## config.mk

```make
export PLATFORM = sky130hd
export DESIGN_NAME = gate_identifier
export DESIGN_NICKNAME = d
export VERILOG_FILES = /design/src/rtl/gate_identifier.sv
export SDC_FILE = /design/constraint.sdc
export NUM_CORES = 1
export LEC_CHECK = 0
export CAP_MARGIN = 20
export CORE_MARGIN = 1
export CORE_UTILIZATION = 40
export DETAILED_ROUTE_END_ITERATION = 7
export PLACE_DENSITY = 0.59
export SETUP_SLACK_MARGIN = 0.3
export SYNTH_ARGS = -nofsm -noshare
export SYNTH_HDL_FRONTEND = slang
export SYNTH_SLANG_ARGS = --single-unit
```

## constraint.sdc

```tcl
create_clock -name clk -period 3.05 [get_ports clk]
set_input_delay 0.915 -clock clk [delete_from_list [all_inputs] [get_ports clk]]
set_output_delay 0.915 -clock clk [all_outputs]
set_load 0.05 [all_outputs]
```

## src/rtl/gate_identifier.sv

```systemverilog
// Sequential truth-table tester for one two-input gate: sweeps {a,b} = 00..11,
// samples the gate output after SETTLE_CYCLES idle cycles, then classifies the table.
// Ports: clk/rst (sync, active-high); start/expect_code request a sweep; dut_a/dut_b
// drive the gate and dut_y reads it back; busy/done/truth/func_code/pass report status.
module gate_identifier #(
    parameter int SETTLE_CYCLES = 1
) (
    input  logic       clk,
    input  logic       rst,
    input  logic       start,
    input  logic [2:0] expect_code,
    output logic       busy,
    output logic       done,
    output logic       dut_a,
    output logic       dut_b,
    input  logic       dut_y,
    output logic [3:0] truth,
    output logic [2:0] func_code,
    output logic       pass
);

    localparam logic [1:0] ST_IDLE   = 2'd0;
    localparam logic [1:0] ST_SETTLE = 2'd1;
    localparam logic [1:0] ST_SAMPLE = 2'd2;

    localparam logic [7:0] SETTLE_INIT = 8'(SETTLE_CYCLES - 1);

    localparam logic [2:0] FN_UNKNOWN = 3'd0;
    localparam logic [2:0] FN_AND     = 3'd1;
    localparam logic [2:0] FN_OR      = 3'd2;
    localparam logic [2:0] FN_XOR     = 3'd3;
    localparam logic [2:0] FN_NOR     = 3'd4;
    localparam logic [2:0] FN_NAND    = 3'd5;
    localparam logic [2:0] FN_XNOR    = 3'd6;
    localparam logic [2:0] FN_NOT_A   = 3'd7;

    logic [1:0] state;
    logic [1:0] vec;
    logic [1:0] vec_next;
    logic [7:0] cnt;
    logic [2:0] exp_q;
    // Samples for vectors 0..2 shift in from the top, so after three samples
    // shadow = {y(10), y(01), y(00)} and the fourth sample completes the table.
    logic [2:0] shadow;
    logic [3:0] table_new;
    logic [2:0] code_new;

    function automatic logic [2:0] classify(input logic [3:0] t);
        case (t)
            4'b1000: classify = FN_AND;
            4'b1110: classify = FN_OR;
            4'b0110: classify = FN_XOR;
            4'b0001: classify = FN_NOR;
            4'b0111: classify = FN_NAND;
            4'b1001: classify = FN_XNOR;
            4'b0011: classify = FN_NOT_A;
            default: classify = FN_UNKNOWN;
        endcase
    endfunction

    assign vec_next  = vec + 2'd1;
    assign table_new = {dut_y, shadow};
    assign code_new  = classify(table_new);

    always_ff @(posedge clk) begin
        if (rst) begin
            state     <= ST_IDLE;
            vec       <= 2'd0;
            cnt       <= 8'd0;
            exp_q     <= 3'd0;
            shadow    <= 3'd0;
            busy      <= 1'b0;
            done      <= 1'b0;
            dut_a     <= 1'b0;
            dut_b     <= 1'b0;
            truth     <= 4'd0;
            func_code <= 3'd0;
            pass      <= 1'b0;
        end else begin
            done <= 1'b0;
            case (state)
                ST_IDLE: begin
                    if (start) begin
                        vec    <= 2'd0;
                        dut_a  <= 1'b0;
                        dut_b  <= 1'b0;
                        cnt    <= SETTLE_INIT;
                        exp_q  <= expect_code;
                        shadow <= 3'd0;
                        busy   <= 1'b1;
                        state  <= ST_SETTLE;
                    end
                end
                ST_SETTLE: begin
                    if (cnt == 8'd0) begin
                        state <= ST_SAMPLE;
                    end else begin
                        cnt <= cnt - 8'd1;
                    end
                end
                ST_SAMPLE: begin
                    if (vec != 2'd3) begin
                        shadow         <= {dut_y, shadow[2:1]};
                        vec            <= vec_next;
                        {dut_a, dut_b} <= vec_next;
                        cnt            <= SETTLE_INIT;
                        state          <= ST_SETTLE;
                    end else begin
                        // Commit uses the bit sampled this cycle, not a stale shadow.
                        truth     <= table_new;
                        func_code <= code_new;
                        pass      <= (code_new == exp_q);
                        busy      <= 1'b0;
                        done      <= 1'b1;
                        state     <= ST_IDLE;
                    end
                end
                default: state <= ST_IDLE;
            endcase
        end
    end

endmodule

```

After elaboration in Yosys (flattened, before gate mapping)
Cells that the tools add are included.
- output and inout bits: 12
- input port bits: 7
- register bits after elaboration: 30
- logic and storage cells: 67
- $add $sub $neg: 2
- eq/ne operators: 16
- multiplexer cells: 24
- reductions and logical operators: 11
- bitwise gates (word level): 2
- operators by type and width (operator ; number):
    8-bit two-way mux ; 3
    8-bit one-hot mux with 3 select lines ; 1
    3-bit one-hot mux with 7 select lines ; 1
    4-bit equality test (second input constant) ; 3
    2-bit != test (second input constant) ; 6
    4-bit by 3-bit equality test with 1-bit output (second input constant) ; 2
    8-bit logical NOT ; 1
    2-bit two-way mux ; 4
    8-bit by 1-bit subtractor with 8-bit output (second input constant) ; 1
    1-bit two-way mux ; 7
    3-bit two-way mux ; 2
    1-bit one-hot mux with 2 select lines ; 3
    2-bit one-hot mux with 3 select lines ; 1
    3-bit one-hot mux with 2 select lines ; 1
    2-bit AND reduction ; 3
    3-bit AND reduction ; 2
    4-bit by 1-bit equality test with 1-bit output (second input constant) ; 1
    4-bit by 2-bit equality test with 1-bit output (second input constant) ; 1
    2-bit one-hot mux with 2 select lines ; 1
    4-bit AND reduction ; 1
    3-bit equality test ; 1
    3-bit nonzero test ; 1
    2-bit by 1-bit adder with 2-bit output (second input constant) ; 1
    2-bit by 1-bit equality test with 1-bit output (second input constant) ; 1
    5 further kinds ; 6

Depth between registers and ports, before layout
- depth in word-level cells: 3
- mapped depth: 7
- mapped depth without buffers: 6

Least setup slack after synthesis
Ideal clock, no wire load.
- path kind: reg2reg
- start: register dut_a (netlist name)
- end: register cnt[3]
- cell stages (with the launch flop): 6
- data required time: 2980 ps
- data arrival time: 1867 ps
- setup time: 70 ps
- setup slack: 1113 ps
- period minus slack after synthesis: 1937 ps
- buffers on the path: 0
- path through: dfxtp_1 -> ha_1 -> o21ai_0 -> nand2_1 -> or4_2 -> a21oi_1
- RTL lines (item ; line ; text):
    end signal, assigned ; 98 ; cnt <= cnt - 8'd1;
    end, declared ; 40 ; logic [7:0] cnt;

Worst setup path in the final report
- start: register dut_b
- end: output port dut_b
- RTL lines (item ; line ; text):
    start, declared ; 15 ; output logic dut_b,
    start signal, assigned ; 105 ; {dut_a, dut_b} <= vec_next;
No word-level cell between the ends.

==> metrics.txt <==
final net count=186; num rows=20; Fmax achieved=405.7 MHz; routed length per instance=roughly 12 um; gr ovfl total=0; Antenna diodes=0; ranking of synthesized cells by area=dfxtp_1 (42%), a21oi_1 (6.8%), nand2_1 (4.5%), o21ai_0 (4.2%), mux2i_1 (3.8%); worst slew pin tran=between 0.5 and 0.6 ns; Util after Layout=0.5065; First-pass DRT Iterations=4; Final Hold Viols=0; overall global routing resource usage=0.1640; # port buffers=18; register area share after synthesis=0.4238; critical path cell sequence=clkdlybuf4s50_1; CP delay by family, top=buffers and inverters; gpl congestion=around 0.78; Placed Cells=roughly 220; crit-path max cell delay=approximately 0.82 ns; final setup vio count=0; Register Area=about 560 sq um; max_cap viols=0; Worst setup EP type=output pin; cell taking the most area after synthesis=dfxtp_1; xor/xnor share of the synthesized area=0.02649; multi-input logic area=~700 sq um; core area=slightly above 0.003 sq mm; main combinational cell family by area after synthesis=simple AND/OR/NAND/NOR gates; final worst path period share=0.8082; Synth Area in Compound Gates=0.1514; sum of negative setup slack=0 ns; Die X=between 50 and 60 um; slew margin rel.=0.6639; global-route wire length before repair=4360 um; WP data required=2.13 ns; H-tree depth=1; die area=0.003540 sq mm; die height=between 50 and 60 um; syn_nets=~170; RSZ-0062 raised after global routing=false; post-synthesis simple-gate area fraction=0.2781; register clock-pin slew on the reported worst setup and hold paths=approximately 0.15 ns; # DRC=0; Via-to-Cell Ratio=~5.1; postcts setup bufs=0; crit path kind=reg -> out; Post-DRT Antenna Nets=0; total CTS buffers=3; Mapped Avg Cell Area=8.318 sq um; Leak=between 0.5 and 0.6 nW; Critical Path AT=roughly 1.6 ns; Async SR Flop Fraction=0; slowest stage cell, crit path=clkdlybuf4s50_1; top_reg_cell synth=dfxtp_1; Synth Cell Area=0.001323 sq mm; share of cells above drive strength 1=0.06857; pre-CTS setup slack=0.3444 ns; WHS=0.4673 ns; Yosys cell types=36; CTS Hold Bufs=0; Initial Utilization=0.4262; placed inst area=between 0.0015 and 0.002 sq mm; critical path peak fanout=5; worst path buffer plus inverter count=1; VDD IR max=about 350 uV; Power Density=about 730 mW/mm^2; Max Clock Skew=between 0.006 and 0.007 ns; clock sinks=28; max-slew violation total from the final report=0; Syn Inst Count=159; Clock Latency Late Sink=0.33 ns; clock buffer depth=2; HPWL Detailed=about 1900 um; initial antenna violation count=0; Post-Route WL=~2600 um; CTS tree=done; Area growth, synth to finish=18.83%; Iter 0 DRT Violations=57; Post-synth EDFFs=0; Post-Layout Cell Count=219; overall power=1.147 mW; Yosys top cell area share=0.4238; final instance area=roughly 0.0016 sq mm; worst min-delay path class=reg -> reg; Final min period=2.465 ns; Fillers=approximately 320; Top-Level Pins=19; final worst setup slack=a little under 0.6 ns; CP startpoint kind=flop; Root Buffer=clkbuf_4; routed vias=1124; largest net degree at the start of global routing=16; outcome=complete, no violations; Post-CTS Resized=0; number of global-route vias before repair=967; synthesis-stage register bit count=28; proportion of synthesized area in mux cells=0.04636; Yosys Warn Count=0; Synth Area in Adders=0.02838
-- report_power, final --
| part | internal [mW] | total [mW] | leakage (nW) | switching [mW] |
|---|---|---|---|---|
| combinational | 0.236 | 0.483 | 0.344 | 0.247 |
| clock | 0.0731 | 0.182 | 0.0210 | 0.109 |
| sequential | 0.422 | 0.482 | 0.228 | 0.0598 |
-- path summary, 6_finish.rpt --
| path | end | cells after the start | slack [ns] | startpoint |
|---|---|---|---|---|
| max reg2reg | cnt[3] | 5 | 0.99 | dut_a |
| min reg2reg | truth[2] | 2 | 0.47 | truth[2] |
| min | truth[2] | 2 | 0.47 | truth[2] |
| max | dut_b | 1 | 0.58 | dut_b |
-- synthesized netlist by cell type, drive strengths merged (3+ instances only) --
| cell | number |
|---|---|
| nand2 | 16 |
| buf | 4 |
| o31ai | 3 |
| nor2b | 6 |
| nor3 | 4 |
| ha | 3 |
| mux2i | 5 |
| or3 | 7 |
| nand2b | 4 |
| dfxtp | 28 |
| nand3 | 5 |
| or4 | 4 |
| nor2 | 12 |
| clkbuf | 4 |
| inv | 6 |
| o21ai | 11 |
| a21oi | 18 |
-- per-layer routing --
metal | vias up | wire [um] | global-route usage | part of all wire
li1 | 584 | - | - | -
met1 | 512 | 1312 | 0.2352 | 0.51
met2 | 24 | 1118 | 0.2440 | 0.43
met3 | 4 | 112 | 0.02402 | 0.044
met4 | 0 | 31 | 0.06977 | 0.012
met5 | - | 0 | 0 | 0
-- worst min-delay path: stages (launching register included) --
cell and delay [ns]:
dfxtp_1 0.34, nand2_1 0.05, a21oi_1 0.05
-- placed cells by master (no fill, tap or decap), types with 5 or more instances in the layout --
master | Yosys | final
dfxtp_1 | 28 | 28
a21oi_1 | 18 | 18
clkdlybuf4s50_1 | 0 | 18
nand2_1 | 16 | 16
nor2_1 | 12 | 12
o21ai_0 | 11 | 11
inv_1 | 6 | 6
nor2b_1 | 6 | 6
mux2i_1 | 5 | 5
nand3_1 | 5 | 5
or3_1 | 5 | 5
-- state kept, by name, indices dropped and copies added, names as in the netlist --
register,flops
truth,4
busy,1
state,2
done,1
shadow,3
func_code,3
pass,1
cnt,8
dut_a,1
dut_b,1
exp_q,3
-- cell families after synthesis --
logic type               Yosys count
multiplexers                       6
XOR/XNOR                           4
AO/OA/AOI/OAI                     36
adder cells (fa/ha/maj)            3
AND/OR/NAND/NOR                   68
buffers and inverters             14
flip-flops                        28
-- final cells by class --
type                            count  area share
Multi-Input combinational cell    117      0.4467
Sequential cell                    28      0.3567
Timing Repair Buffer               20      0.1242
Tap cell                           44     0.03503
Clock buffer                        4     0.02309
Inverter                            6     0.01433
Power figures use the tool's default switching activity.
